$ cat config.mk
export PLATFORM = sky130hd
export DESIGN_NAME = csa_accum
export DESIGN_NICKNAME = d
export VERILOG_FILES = /design/src/rtl/csa_accum.sv
export SDC_FILE = /design/constraint.sdc
export NUM_CORES = 1
export LEC_CHECK = 0
export ABC_CLOCK_PERIOD_IN_PS = 6110
export BUFFER_PORTS_ARGS = -buffer_cell sky130_fd_sc_hd__buf_2
export CAP_MARGIN = 20
export CORE_ASPECT_RATIO = 2
export CORE_MARGIN = 2
export CORE_UTILIZATION = 40
export DETAILED_ROUTE_END_ITERATION = 8
export SYNTH_ARGS = -nofsm -noshare
export SYNTH_HDL_FRONTEND = slang
export SYNTH_SLANG_ARGS = --single-unit
$ cat constraint.sdc
create_clock -name clk -period 6.11 [get_ports clk]
set_clock_uncertainty 0.2 [all_clocks]
set_input_delay 0.611 -clock clk [delete_from_list [all_inputs] [get_ports clk]]
set_output_delay 0.611 -clock clk [all_outputs]
set_load 0.05 [all_outputs]
$ cat src/rtl/csa_accum.sv
// Packet accumulator that keeps the running sum in carry-save form (S, C).
// The single carry-propagate add happens once per packet, in RES.
module csa_accum #(
    parameter int width     = 16,
    parameter int acc_width = 24,
    parameter int signd     = 0
) (
    input  logic                 clk,
    input  logic                 arst_n,
    input  logic                 clr,
    input  logic                 in_vld,
    output logic                 in_rdy,
    input  logic [width-1:0]     in_dat,
    input  logic                 in_last,
    output logic                 out_vld,
    input  logic                 out_rdy,
    output logic [acc_width-1:0] out_dat,
    output logic [15:0]          out_cnt
);

    // state  | meaning
    // ST_ACC | accepting operands into S/C
    // ST_RES | resolving S+C into the output register
    // ST_OUT | result presented, waiting for out_rdy
    typedef enum logic [1:0] {ST_ACC, ST_RES, ST_OUT} state_t;

    state_t               state_q, state_d;
    logic [acc_width-1:0] s_q, s_d;
    logic [acc_width-1:0] c_q, c_d;
    logic [acc_width-1:0] out_dat_q, out_dat_d;
    logic [15:0]          cnt_q, cnt_d;
    logic [15:0]          out_cnt_q, out_cnt_d;
    logic                 in_rdy_q, in_rdy_d;
    logic                 out_vld_q, out_vld_d;
    logic [acc_width-1:0] x_ext;
    logic [acc_width-1:0] maj;
    logic                 xfer;

    generate
        if (acc_width > width) begin : g_ext
            logic fill;
            assign fill  = (signd != 0) ? in_dat[width-1] : 1'b0;
            assign x_ext = {{(acc_width-width){fill}}, in_dat};
        end else begin : g_noext
            assign x_ext = in_dat;
        end
    endgenerate

    assign maj  = (s_q & c_q) | (c_q & x_ext) | (x_ext & s_q);
    assign xfer = in_vld & in_rdy_q;

    always_comb begin
        state_d   = state_q;
        s_d       = s_q;
        c_d       = c_q;
        cnt_d     = cnt_q;
        out_dat_d = out_dat_q;
        out_cnt_d = out_cnt_q;
        in_rdy_d  = in_rdy_q;
        out_vld_d = out_vld_q;

        if (clr) begin
            s_d     = '0;
            c_d     = '0;
            cnt_d   = '0;
            state_d = ST_ACC;
        end else begin
            case (state_q)
                ST_ACC: begin
                    if (xfer) begin
                        s_d   = s_q ^ c_q ^ x_ext;
                        c_d   = maj << 1;
                        cnt_d = (cnt_q == 16'hFFFF) ? cnt_q : cnt_q + 16'd1;
                        if (in_last) begin
                            state_d = ST_RES;
                        end
                    end
                end
                ST_RES: begin
                    out_dat_d = s_q + c_q;
                    out_cnt_d = cnt_q;
                    state_d   = ST_OUT;
                end
                ST_OUT: begin
                    if (out_rdy) begin
                        s_d     = '0;
                        c_d     = '0;
                        cnt_d   = '0;
                        state_d = ST_ACC;
                    end
                end
                default: begin
                    state_d = ST_ACC;
                end
            endcase
        end

        // Handshake outputs are registered and follow the next state directly.
        in_rdy_d  = (state_d == ST_ACC);
        out_vld_d = (state_d == ST_OUT);
    end

    always_ff @(posedge clk or negedge arst_n) begin
        if (!arst_n) begin
            state_q   <= ST_ACC;
            s_q       <= '0;
            c_q       <= '0;
            cnt_q     <= '0;
            out_dat_q <= '0;
            out_cnt_q <= '0;
            in_rdy_q  <= 1'b0;
            out_vld_q <= 1'b0;
        end else begin
            state_q   <= state_d;
            s_q       <= s_d;
            c_q       <= c_d;
            cnt_q     <= cnt_d;
            out_dat_q <= out_dat_d;
            out_cnt_q <= out_cnt_d;
            in_rdy_q  <= in_rdy_d;
            out_vld_q <= out_vld_d;
        end
    end

    assign in_rdy  = in_rdy_q;
    assign out_vld = out_vld_q;
    assign out_dat = out_dat_q;
    assign out_cnt = out_cnt_q;

endmodule
==> run summary <==
Synth Register Bits: 107
PD cells: 300.5 nW/um^2
Met1 Use GR: 20.43%
# DRC: 0
Worst slew pin tran: 0.9079 ns
Clk_lat worst skew: 0.35 ns
Die Footprint: 15580 um^2
Min-delay worst type: input port to async pin
Slowest cell on the critical path: a22oi_1
Final Hold Fails: 0
Leakage: 0.003110 uW
Layout area overhead: 13.02%
Fin nets: 764
Grt ovf: 0
Initial antenna violation count: 0
Number of detailed-route iterations in the first pass: 4
Wire length of the first global-routing pass: 23000 um
Via-to-Cell Ratio: 5.216
H-Tree Depth: 3
CP cell instances: ha_1, fa_1, a21oi_1, o211ai_1, a22oi_1, a21oi_1, mux2i_1, o311ai_0
Syn. warnings: 0
Inst Count DP: 883
WL/cell: 15.23 um
Worst setup EP type: flop
Psw: 726.1 uW
Total CTS buffers: 9
CP max stage delay: 0.58 ns
Max cap viols: 0
Combinational group share of total power: 27.3%
R2r startpoint: s_q[1]
Relative slew slack: 39.48%
Setup CP Type: flop to flop
CTS Hold Bufs: 0
TritonCTS Sinks: 107
Top Ports: 64
GR Layer Usage met2: 35.80%
Status: finished clean
1st-iter DRT viols: 175
Setup TNS: 0 ns
Critical Path Fanout Max: 5
Via count of the routed design: 4689
Seq pwr share: 44.1%
Clock tree root buffer cell: clkbuf_16
Peak supply drop: 0.0001704 V
Largest net degree at the start of global routing: 98
Commonest non-fill, non-tap cell in the layout: nand2_1
Net Count, Synth: 718
WP data arrival: 3.06 ns
Post-synthesis sequential area ratio: 46.04%
Data required time of the worst path: 6.10 ns
Post-synth EDFFs: 0
DRT Wirelength: 13700 um
Most frequent CP cell: a21oi_1
Cell Area, Synth: 5816 um^2
Final setup viols: 0
Post-synthesis cell type count: 50
Non-Filler Instances: 899
Post-CTS sizing: 0
Synth Area per Inst: 8.865 um^2
Routed Antenna Nets: 0
Worst setup SP type: flop
Effective utilization at floorplan: 40.74%
FFs w/ async S/R, synth: 100.0%
Total global-route track usage: 18.94%
Crit path time final: 3.066 ns
Pre-CTS WS: 2.772 ns
DIE WIDTH: 89.26 um
Final slew viol count: 0
IO buf count: 63
Clock Path Buffers: 2
Clock transition at path regs: 0.07 ns
CORE AREA: 14270 um^2
Sw frac: 36.76%
R2r endpoint: out_dat[19]
Final worst setup slack: 3.044 ns
Most frequent cells in the layout: 197 x nand2_1, 107 x dfrtp_1, 92 x o21ai_0
Clk pwr share: 28.5%
DP HPWL: 10210 um
R2r setup slk: 3.04 ns
Ys flop type: dfrtp_1
Final core occ: 46.05%
Die height: 174.5 um
Period Utilization, post-route: 50.18%
Gr busiest metal: met2
Setup bufs post-CTS: 0
Highest clock rate: 0.3262 GHz
Internal Pwr Total: 1249 uW
Met3 Track Usage GR: 2.422%
Vias in the first global route: 4828
Layout cells sized above 1: 13.15%
CTS tree: done
R2R cell count: 8
GPL Wtd Cong: 0.8344
Cells after synthesis: 656
RSZ-0062 raised after global routing: no
# rows: 62
N_diodes: 0
## worst max-delay path by stage
stage	end	slack (ns)	start	cells past startpoint
finish	out_dat[19]	3.04	s_q[1]	8
detailed placement	cnt_q[4]	2.77	clr	8
floorplan	out_dat[23]	3.68	s_q[1]	8
global placement	cnt_q[4]	2.90	clr	8
CTS	out_dat[19]	3.03	s_q[1]	8
global route	out_dat[19]	2.91	s_q[1]	8
## state kept, by name, indices dropped and copies added (netlist names)
name     flops
in_rdy       1
s_q         24
out_cnt     16
state_q      2
out_dat     24
c_q         23
cnt_q       16
out_vld      1
## critical path: cells and delay by family, from the launching register on
kind / cells / cell delay (ns)
multiplexers: 1 / 0.20
adder cells (fa/ha/maj): 2 / 0.66
AO/OA/AOI/OAI: 5 / 1.44
flip-flops: 1 / 0.42
## cell type report
type                       count  area (um^2)
timing repair buffer          68        355.3
tap                          192        240.2
multi-input combinational    507         2983
fill                        1452         7701
inverter                       9        33.78
sequential                   107         2678
clock buffer                  13        260.3
clock inverter                 3        22.52
## power groups by stage
stage / combinational, uW / sequential [uW] / clock [uW]
floorplan: 234 / 1040 / 0
global placement: 536 / 884 / 0
detailed placement: 548 / 886 / 0
CTS: 549 / 874 / 577
global route: 603 / 886 / 603
finish: 540 / 872 / 563
## Yosys cell counts (all sizes together), types with 4 or more instances
library cell,count,area [um^2]
o211ai,5,37.54
o31ai,7,52.55
nor2,25,93.84
ha,24,300.3
o21bai,4,30.03
a21o,9,67.56
or3,4,30.03
inv,9,33.78
nor3,10,50.05
dfrtp,107,2678
xnor2,12,105.1
xor2,6,52.55
a21oi,36,183.9
and3,7,43.79
buf,9,47.55
o21ai,92,460.4
fa,16,320.3
nand2,198,743.2
clkbuf,24,91.33
nand3,14,70.07
## routing by layer
metal / wire [um] / up-vias
li1: - / 2327
met1: 5148 / 2249
met2: 7865 / 90
met3: 357 / 23
met4: 325 / 0
met5: 0 / -
## metrics by stage
| stage | hold slack (ns) | power (uW) | area [um^2] |
|---|---|---|---|
| 6_report | 0.03173 | 1975 | 6573 |
| 5_1_grt | 0.08392 | 2092 | 6573 |
| 4_1_cts | 0.04804 | 2000 | 6573 |
| 3_5_place_dp | 0.2581 | 1434 | 6290 |
| 3_3_place_gp | 0.2530 | 1420 | 6290 |
| 2_1_floorplan | 0.1154 | 1270 | 5816 |
## cell families (layout without fill, tap and decap cells)
logic type,after synthesis,after routing,synth area share (%)
compound gates,172,172,17.32
xor+xnor,18,18,2.711
mux,4,4,0.7100
fa+ha+maj,40,40,10.67
buf+inv,42,93,2.969
simple gates,273,273,19.58
flops,107,107,46.04
(Power assumes the default switching activity.)
